--- config.mk ---
export PLATFORM = sky130hd
export DESIGN_NAME = mmc1_ext
export DESIGN_NICKNAME = d
export VERILOG_FILES = /design/src/rtl/mmc1_ext_pkg.sv /design/src/rtl/mmc1_ext_serial.sv /design/src/rtl/mmc1_ext.sv
export SDC_FILE = /design/constraint.sdc
export NUM_CORES = 1
export LEC_CHECK = 0
export ABC_AREA = 0
export CAP_MARGIN = 20
export CORE_MARGIN = 2
export CORE_UTILIZATION = 35
export DETAILED_ROUTE_END_ITERATION = 12
export PLACE_DENSITY = 0.87
export SYNTH_ARGS = -nofsm -noshare
export SYNTH_HDL_FRONTEND = slang
export SYNTH_SLANG_ARGS = --single-unit
--- constraint.sdc ---
create_clock -name clk -period 1.4 [get_ports clk]
set_input_delay 0.21 -clock clk [delete_from_list [all_inputs] [get_ports clk]]
set_output_delay 0.21 -clock clk [all_outputs]
set_load 0.1 [all_outputs]
--- src/rtl/mmc1_ext_pkg.sv ---
// Shared constants and encodings for the MMC1 mapper and its serial loader.
package mmc1_ext_pkg;

    // Cartridge board variants, which decide how CHR bank bits are reused.
    typedef enum logic [1:0] {
        BOARD_SNROM = 2'd0,
        BOARD_SOROM = 2'd1,
        BOARD_SUROM = 2'd2,
        BOARD_SXROM = 2'd3
    } board_t;

    // Internal register picked by CPU address bits 14:13 on the fifth serial write.
    typedef enum logic [1:0] {
        SEL_CONTROL = 2'd0,
        SEL_CHR0    = 2'd1,
        SEL_CHR1    = 2'd2,
        SEL_PRG     = 2'd3
    } reg_sel_t;

    // CHR space lives at 2 MB and WRAM near the top of the 4 MB linear space.
    localparam logic [21:0] CHR_BASE      = 22'h200000;
    localparam logic [21:0] WRAM_BASE     = 22'h3C0000;
    localparam logic [4:0]  CONTROL_RESET = 5'b01100;

endpackage

--- src/rtl/mmc1_ext_serial.sv ---
// Five-write serial shifter with the back-to-back write filter.
import mmc1_ext_pkg::*;

module mmc1_serial_loader (
    input  logic       clk,
    input  logic       reset,
    input  logic       ce,
    input  logic       prg_write,
    input  logic [2:0] addr_hi,
    input  logic       din_bit,
    input  logic       din_reset,
    output logic       commit,
    output logic       ctrl_reset,
    output reg_sel_t   target,
    output logic [4:0] data,
    output logic [2:0] load_cnt
);

    logic [3:0] shift;
    logic       prev_write;
    logic       hit;
    logic       accept;

    // Decode this cycle's write; a write right after another $8000+ write is dropped.
    always_comb begin
        hit        = prg_write && addr_hi[2];
        accept     = ce && hit && !prev_write;
        ctrl_reset = accept && din_reset;
        commit     = accept && !din_reset && (load_cnt == 3'd4);
        target     = reg_sel_t'(addr_hi[1:0]);
        data       = {din_bit, shift};
    end

    // Shift register, bit counter and filter flag advance only on enabled cycles.
    always_ff @(posedge clk) begin
        if (reset) begin
            shift      <= 4'h0;
            load_cnt   <= 3'd0;
            prev_write <= 1'b0;
        end else if (ce) begin
            prev_write <= hit;
            if (ctrl_reset || commit) begin
                shift    <= 4'h0;
                load_cnt <= 3'd0;
            end else if (accept) begin
                shift    <= {din_bit, shift[3:1]};
                load_cnt <= load_cnt + 3'd1;
            end
        end
    end

endmodule

--- src/rtl/mmc1_ext.sv ---
// MMC1 mapper: serial-loaded bank registers plus PRG/WRAM/CHR address mapping.
import mmc1_ext_pkg::*;

module mmc1_ext #(
    parameter int PRG_OUTER_W = 1,
    parameter int WRAM_BANK_W = 2,
    parameter int REV         = 1
) (
    input  logic        clk,
    input  logic        reset,
    input  logic        ce,
    input  logic [1:0]  board,
    input  logic        chr_ram,
    input  logic [15:0] prg_ain,
    input  logic        prg_write,
    input  logic [7:0]  prg_din,
    output logic [21:0] prg_aout,
    output logic        prg_allow,
    output logic        wram_en,
    input  logic [13:0] chr_ain,
    output logic [21:0] chr_aout,
    output logic        chr_allow,
    output logic        vram_a10,
    output logic        vram_ce,
    output logic        load_busy,
    output logic [2:0]  load_cnt
);

    localparam int          OUTER_SHIFT = 2 - PRG_OUTER_W;
    localparam logic [1:0]  WRAM_MASK   = 2'((1 << WRAM_BANK_W) - 1);

    logic [4:0] control;
    logic [4:0] chr0;
    logic [4:0] chr1;
    logic [4:0] prg;
    logic       commit;
    logic       ctrl_reset;
    reg_sel_t   target;
    logic [4:0] data;
    board_t     brd;
    logic       big_board;
    logic       wram_win;
    logic [4:0] outer_src;
    logic [1:0] outer_top;
    logic [1:0] outer;
    logic [3:0] inner;
    logic [1:0] wram_bank;
    logic [4:0] chrsel;
    logic       din_unused;

    assign din_unused = ^prg_din[6:1];

    mmc1_serial_loader u_loader (
        .clk        (clk),
        .reset      (reset),
        .ce         (ce),
        .prg_write  (prg_write),
        .addr_hi    (prg_ain[15:13]),
        .din_bit    (prg_din[0]),
        .din_reset  (prg_din[7]),
        .commit     (commit),
        .ctrl_reset (ctrl_reset),
        .target     (target),
        .data       (data),
        .load_cnt   (load_cnt)
    );

    // Bank registers take the completed serial value, or force fixed-$C000 mode on a loader reset.
    always_ff @(posedge clk) begin
        if (reset) begin
            control <= CONTROL_RESET;
            chr0    <= 5'h00;
            chr1    <= 5'h00;
            prg     <= 5'h00;
        end else if (commit) begin
            case (target)
                SEL_CONTROL: control <= data;
                SEL_CHR0:    chr0    <= data;
                SEL_CHR1:    chr1    <= data;
                default:     prg     <= data;
            endcase
        end else if (ctrl_reset) begin
            control[3:2] <= 2'b11;
        end
    end

    // CPU side: ROM banking with board-dependent outer bits, or the banked WRAM window.
    always_comb begin
        brd       = board_t'(board);
        big_board = (brd == BOARD_SUROM) || (brd == BOARD_SXROM);
        wram_win  = (prg_ain[15:13] == 3'b011);
        outer_src = (control[4] && chr_ain[12]) ? chr1 : chr0;
        outer_top = outer_src[4:3];
        outer     = big_board ? (outer_top >> OUTER_SHIFT) : 2'b00;
        case (control[3:2])
            2'b10:   inner = prg_ain[14] ? prg[3:0] : 4'h0;
            2'b11:   inner = prg_ain[14] ? 4'hF : prg[3:0];
            default: inner = {prg[3:1], prg_ain[14]};
        endcase
        case (brd)
            BOARD_SXROM: wram_bank = chr0[3:2];
            BOARD_SOROM: wram_bank = {1'b0, chr0[3]};
            default:     wram_bank = 2'b00;
        endcase
        wram_bank = wram_bank & WRAM_MASK;
        wram_en   = !((REV != 0) && prg[4]);
        prg_allow = (prg_ain[15] && !prg_write) || (wram_win && wram_en);
        if (wram_win) begin
            prg_aout = WRAM_BASE | {7'b0, wram_bank, prg_ain[12:0]};
        end else begin
            prg_aout = {2'b00, outer, inner, prg_ain[13:0]};
        end
    end

    // PPU side: 4 KB CHR banking and nametable mirroring.
    always_comb begin
        chrsel = control[4] ? (chr_ain[12] ? chr1 : chr0) : {chr0[4:1], chr_ain[12]};
        if (big_board) begin
            chrsel[4] = 1'b0;
        end
        chr_aout = CHR_BASE | {5'b0, chrsel, chr_ain[11:0]};
        case (control[1:0])
            2'd0:    vram_a10 = 1'b0;
            2'd1:    vram_a10 = 1'b1;
            2'd2:    vram_a10 = chr_ain[10];
            default: vram_a10 = chr_ain[11];
        endcase
    end

    assign chr_allow = chr_ram;
    assign vram_ce   = chr_ain[13];
    assign load_busy = (load_cnt != 3'd0);

endmodule

# == Word-level counts from Yosys, hierarchy flattened ==
# Index checks and enable logic that the tools add are counted.
# classes
add_sub_neg,1
mul,0
div,0
n_lt_le_gt_ge,0
eq_ne,12
n_shift,0
n_mux,18
bitwise_logic,1
reduce_logical,28
# op_table
operator,n
$mux 22,1
$mux 4,5
$mux 5,3
$eq 2x2->1 const B,6
$reduce_and 2->1,6
$logic_and 1x1->1,9
$pmux 4 s2,1
$eq 2x1->1 const B,3
$mux 3,2
$logic_not 1->1,4
$logic_not 2->1,2
$mux 2,2
$pmux 2 s2,1
$reduce_bool 2->1,2
$add 3x1->3 const B,1
$eq 3x2->1 const B,1
$eq 3x3->1 const B,1
$logic_or 1x1->1,3
$pmux 1 s3,1
$reduce_bool 3->1,1
$reduce_or 3->1,1
$mux 1,2
$ne 2x2->1 const B,1
$not 1->1,1
# totals
regBits,28
latchBits,0
mem_bits_rw,0
romBits,0
in_bits,45
output_inout_bits,53
wordCells,68
n_memories,0

# == Depth between registers and ports, before layout ==
# Gate-level depths: netlist of run 1.
# depth
word_depth,8
ltp_mapped,6
depth_no_buf,5

# == Hierarchy ==
# Synthesis of run 1 repeated with hierarchy kept, for this count alone.
# hier_totals
hier_cells,194
area_unflattened_um2,1634.1
# modules_own_cells
module,instances,cells_per_inst,area_each_um2,seq_area_each_um2
mmc1_ext,1,146,1233.7,400.4
mmc1_serial_loader,1,48,400.4,160.2

# == Worst setup path after synthesis of run 1 ==
# No wires, ideal clock.
# synth_path
kind,register -> output
start,register prg[4]
end,output prg_allow
t_arrival_ns,2.501
required_ns,1.190
path_slack_ns,-1.311
stages_incl_launch_ff,4
path_buffers,0
path_cell_list,dfxtp_1 > inv_1 > nand2_1 > o22ai_1
# synth_between
elab_chain_len,3
# synth_rtl
item,line,text
from (decl),mmc1_ext.sv:35,logic [4:0] prg;
from (signal assigned),mmc1_ext.sv:80,default: prg <= data;
$logic_not 1->1,mmc1_ext.sv:106,wram_en = !((REV != 0) && prg[4]);
net wram_en,mmc1_ext.sv:19,"output logic wram_en,"
$logic_and 1x1->1,mmc1_ext.sv:107,prg_allow = (prg_ain[15] && !prg_write) || (wram_win && wram_en);
$logic_or 1x1->1,mmc1_ext.sv:107,
to (decl),mmc1_ext.sv:18,"output logic prg_allow,"
# The timed path passes the listed nets, and every way through them passes these cells.

# == Worst setup path after layout of run 1 ==
# layout_path
start,register control[4]
end,output chr_aout[15]
# layout_between
elab_chain_len,1
# layout_rtl
item,line,text
from (decl),mmc1_ext.sv:32,logic [4:0] control;
from (signal assigned),mmc1_ext.sv:77,SEL_CONTROL: control <= data;
$mux 5,mmc1_ext.sv:117,"chrsel = control[4] ? (chr_ain[12] ? chr1 : chr0) : {chr0[4:1], chr_ain[12]};"
to (decl),mmc1_ext.sv:21,"output logic [21:0] chr_aout,"
# Every way passes these cells.

==> results of run 1 <==
## metal layers
layer | track usage, % | wire [um] | vias to the layer above
li1 | - | - | 716
met1 | 19.5 | 1800 | 715
met2 | 28.0 | 2280 | 26
met3 | 3.66 | 174 | 12
met4 | 5.36 | 55 | 0
met5 | 0 | 0 | -
## cell families after synthesis
logic type	after synthesis	share of synthesized area (%)
adder cells (fa/ha/maj)	2	1.44
other	2	0.432
AND/OR/NAND/NOR	68	24.7
buffers and inverters	48	18.3
multiplexers	24	14.1
AO/OA/AOI/OAI	27	8.78
flip-flops	28	32.3
## where the power goes
group / internal (mW) / leakage (nW) / switching [mW]
combinational: 0.214 / 0.968 / 0.367
clock: 0.312 / 0.0339 / 0.276
sequential: 0.791 / 0.231 / 0.00255
## cell usage in the layout, fill, tap and decap left out, types with 4 or more instances in the layout
cell type / n
a21oi_1: 9
nor2_1: 6
mux2_4: 4
dfxtp_2: 5
nand2b_1: 24
mux2i_1: 18
buf_12: 24
nand3_1: 7
buf_6: 8
buf_4: 25
clkdlybuf4s50_1: 5
a21oi_4: 4
dfxtp_1: 19
dlygate4sd2_1: 4
dfxtp_4: 4
conb_1: 5
nand2_1: 9
## per-stage QoR
step / utilization (%) / std cells / hold slack (ns)
finish: 59.9 / 303 / 0.273
detailed placement: 53.9 / 292 / 0.421
global route: 59.9 / 303 / 0.284
global placement: 53.9 / 292 / 0.421
floorplan: - / 202 / 0.358
CTS: 59.0 / 302 / 0.335
## path summary, 6_finish.rpt
path                        start  slack (ns)                  end
max                    control[4]       -0.15         chr_aout[15]
min                            ce        0.27  u_loader.prev_write
max reg2reg  u_loader.load_cnt[1]        0.01           control[1]
min reg2reg     u_loader.shift[0]        0.48    u_loader.shift[0]
## timing repair
| action | 4_1_cts | 5_1_grt |
|---|---|---|
| setup endpoints to repair | 32 | 39 |
| buffers inserted | 6 | 1 |
| gates resized for setup | 44 | 10 |
| hold buffers | 0 | 0 |
| pin swaps | 10 | 4 |
## layout make-up
| cell class | instances | area, um^2 | share of cell area, % |
|---|---|---|---|
| multi-input combinational | 126 | 1170 | 41.3 |
| timing repair buffer | 71 | 906 | 31.8 |
| sequential | 28 | 582 | 20.4 |
| tap | 67 | 83.8 | 2.94 |
| clock buffer | 4 | 66.3 | 2.33 |
| inverter | 7 | 35.0 | 1.23 |
## worst max-delay path, stage by stage, from the launching register on
cell,delay [ns]
dfxtp_2,0.36
nand2_4,0.08
buf_6,0.13
mux2_4,0.31
buf_12,0.17
## state kept, by name, indices dropped and copies added, names as in the netlist
name                 cells
chr0                     5
chr1                     5
control                  5
prg                      5
u_loader.load_cnt        3
u_loader.prev_write      1
u_loader.shift           4
==> reports/qor.yml, run 1 <==
dieHeight_um: 74.5
initial_core_util_pct: 36.6
port-buffer-count: 36
path_max_fanout: 4
drc: 0
cts_tree: "done"
syn_inst: 199
p_per_area_nw_per_um2: 690
grt_pass1_vias: 1476
dpl_cell_area_um2: 2560
grt_first_pass_wirelength_um: 6950
nNetsFinal: 284
dr.first_iter.drc_count: 58
async_flop_share_pct: 0
cap_violations: 0
yosys.area.top_type: "dfxtp_1"
min_path_cells: 3
cts_made_buffers: 3
hold_class: "primary input to flip-flop"
drive_gt1_share_pct: 49.2
crit_type: "flip-flop to output port"
reg2reg_depth: 6
wl_per_cell_um: 14.2
area_growth_pct: 63.9
violations: "negative setup slack"
syn-cell-area_um2: 1740
yosysMostFrequentCell: "buf_4"
cp.arrival_ns: 1.34
num_antenna_cells: 0
vias: 1469
track_usage_pct: 16.1
synth-seq-cells: 28
dr.pass1.iters: 4
dp_hpwl_um: 2960
globalRoute.totalOverflow: 0
ant_nets: 0
num_rows: 25
grt_max_degree: 32
netlist.area_leader.share_pct: 32.3
crit_path_start_kind: "flip-flop"
finalPower_mw: 1.96
antenna_found_initial: 0
cts_root_buf: "clkbuf_8"
synth-seq-area-share_pct: 32.3
die_width_um: 74.5
fmax_ghz: 0.644
core_um2: 4750
min_period_ns: 1.55
io_pins: 98
insertion_delay_ns: 0.28
vdd_drop_max_v: 0.000584
synthFlopType: "dfxtp_1"
fin_crit_sh_pct: 111
rsz0062_at_grt: "true"
timing.final.ws_setup_ns: -0.154
avgSynthCellArea_um2: 8.73
final_area_um2: 2850
cts.reportedPaths.clkPinSlew_ns: 0.10
synth_common_cells: "36 x buf_4, 28 x dfxtp_1, 27 x nand2b_1, 20 x mux2i_1, 14 x a21oi_1"
synth-edff-count: 0
synth_area_leaders: "dfxtp_1 32%, buf_4 16%, mux2i_1 12%"
status: "complete, but fails checks"
cts_buffer_depth: 2
hold_viol_final: 0
required_ns: 1.19
routabilityCongestion: 0.836
yosysWarnings: 0
skew_ns: 0.00366
cts.sinks: 28
leakage_nw: 1.23
fp.dieArea_um2: 5550
finalSetupViolations: 12
cts.htree.levels: 1
setup_tns_ns: -1.10
end_kind: "output port"
place_ws_ns: -0.358
synth_cell_types: 30
vias_per_cell: 4.85
wirelength_um: 4310
nFillCells: 394
drv_slew: 0
No activity file was read; power rests on OpenSTA's default activity.
==> run 2, diff against run 1 <==
--- a/config.mk
+++ b/config.mk
@@ -7,10 +7,13 @@
 export LEC_CHECK = 0
 export ABC_AREA = 0
 export CAP_MARGIN = 20
+export CELL_PAD_IN_SITES_DETAIL_PLACEMENT = 0
+export CELL_PAD_IN_SITES_GLOBAL_PLACEMENT = 1
 export CORE_MARGIN = 2
-export CORE_UTILIZATION = 35
+export CORE_UTILIZATION = 24
 export DETAILED_ROUTE_END_ITERATION = 12
-export PLACE_DENSITY = 0.87
+export PLACE_DENSITY = 0.86
+export SKIP_CTS_REPAIR_TIMING = 1
 export SYNTH_ARGS = -nofsm -noshare
 export SYNTH_HDL_FRONTEND = slang
 export SYNTH_SLANG_ARGS = --single-unit
==> run 2 against run 1 <==
Against the previous run: the flow still finishes with violations (negative setup slack); largest cell class unchanged; combinational power fell by 2%; sequential share of layout area rose by 0.39 points; clock power fell by 11%; cell count rose by 8.6%; critical endpoint is now prg_aout[14]; first-iteration DRC count rose by 19%; critical path depth did not move; non-clock buffer count fell by 6; utilization fell by 20 points.
==> reports/qor.yml, run 2 (same netlist as run 1, synthesis figures left out) <==
num_antenna_cells: 0
end_kind: "output port"
violations: "negative setup slack"
drv_slew: 0
cts_buffer_depth: 2
insertion_delay_ns: 0.29
nFillCells: 699
drc: 0
fmax_ghz: 0.633
whs_ns: 0.292
p_sw_share_pct: 33.7
routabilityCongestion: 0.706
port-buffer-count: 36
grt_pass1_vias: 1419
ant_nets: 0
skew_ns: 0.00254
die_width_um: 89.1
required_ns: 1.19
num_rows: 31
cp.arrival_ns: 1.37
grt_first_pass_wirelength_um: 6430
drive_gt1_share_pct: 47.0
status: "complete, but fails checks"
fin_crit_sh_pct: 113
combPwrFrac_pct: 30.3
dp_hpwl_um: 3270
p_sw_mw: 0.636
crit_path_start_kind: "flip-flop"
grt_max_degree: 16
antenna_found_initial: 0
track_usage_pct: 10.5
core_um2: 7140
cts_made_buffers: 3
vias_per_cell: 4.30
pwr-share-clk_pct: 27.7
layout_common_cells: "25 x nand2b_1, 25 x buf_12, 22 x buf_4, 18 x mux2i_1, 17 x dfxtp_1"
cts.sinks: 28
wirelength_um: 4430
cap_violations: 0
hold_viol_final: 0
initial_core_util_pct: 24.4
dieHeight_um: 89.1
leakage_nw: 1.24
rsz0062_at_grt: "true"
dr.pass1.iters: 4
crit_type: "flip-flop to output port"
nNetsFinal: 278
vias: 1415
min_period_ns: 1.58
cts_root_buf: "clkbuf_8"
cts_tree: "done"
globalRoute.totalOverflow: 0
cts.reportedPaths.clkPinSlew_ns: 0.10
dr.first_iter.drc_count: 69
setup_tns_ns: -1.32
fp.dieArea_um2: 7940
finalSetupViolations: 15
cts.htree.levels: 1
timing.final.ws_setup_ns: -0.179
vdd_drop_max_v: 0.000335
p_per_area_nw_per_um2: 666
io_pins: 98
area_growth_pct: 62.9
path_max_fanout: 5
seqPwrFrac_pct: 41.9
wl_per_cell_um: 13.5
p_int_mw: 1.25
hold_class: "primary input to flip-flop"
-- run 2: worst max-delay path, cell delays in order (launching register included) --
cell	delay [ns]
dfxtp_4	0.38
a21o_1	0.20
a22oi_2	0.22
mux2i_4	0.11
buf_12	0.17
-- run 2: path summary, 6_finish.rpt --
| path | cells past startpoint | start | slack, ns | end |
|---|---|---|---|---|
| worst min register to register | 2 | u_loader.shift[0] | 0.47 | u_loader.shift[0] |
| worst min-delay path | 3 | ce | 0.29 | u_loader.prev_write |
| worst max register to register | 7 | u_loader.load_cnt[0] | -0.01 | chr0[1] |
| worst max-delay path | 4 | control[3] | -0.18 | prg_aout[14] |
-- run 2: power groups by stage --
stage / combinational, mW / sequential, mW / clock (mW)
after floorplan: 0.693 / 0.822 / 0
after global placement: 0.554 / 0.814 / 0
after detailed placement: 0.559 / 0.815 / 0
after CTS: 0.560 / 0.796 / 0.526
after global routing: 0.591 / 0.791 / 0.555
final: 0.572 / 0.790 / 0.523
-- run 2: per-layer routing --
layer  wire (um)  vias to the layer above  share of wire (%)  track usage [%]
met5           0                        -                  0                0
li1            -                      696                  -                -
met3         176                        5                4.0             1.94
met2        2420                       33                 54             18.9
met4          84                        0                1.9             5.02
met1        1750                      681                 40             11.8
-- run 2: final cells by class --
| cell class | count | area (um^2) | share of cell area (%) |
|---|---|---|---|
| clock buffers | 4 | 55.1 | 1.95 |
| inverters | 7 | 35.0 | 1.24 |
| multi-input cells | 126 | 1150 | 40.8 |
| flip-flops and latches | 28 | 589 | 20.8 |
| well taps | 99 | 124 | 4.38 |
| repair buffers | 65 | 872 | 30.8 |
-- run 2: metrics by stage --
stage	util (%)	total power, mW	area, um^2	cells	worst slack [ns]
after floorplan	-	1.52	1980	202	-0.223
after detailed placement	36.3	1.37	2590	321	-0.402
after CTS	37.1	1.88	2650	325	-0.395
final	39.7	1.88	2830	329	-0.179
after global routing	39.7	1.94	2830	329	-0.226
after global placement	36.3	1.37	2590	321	-0.387
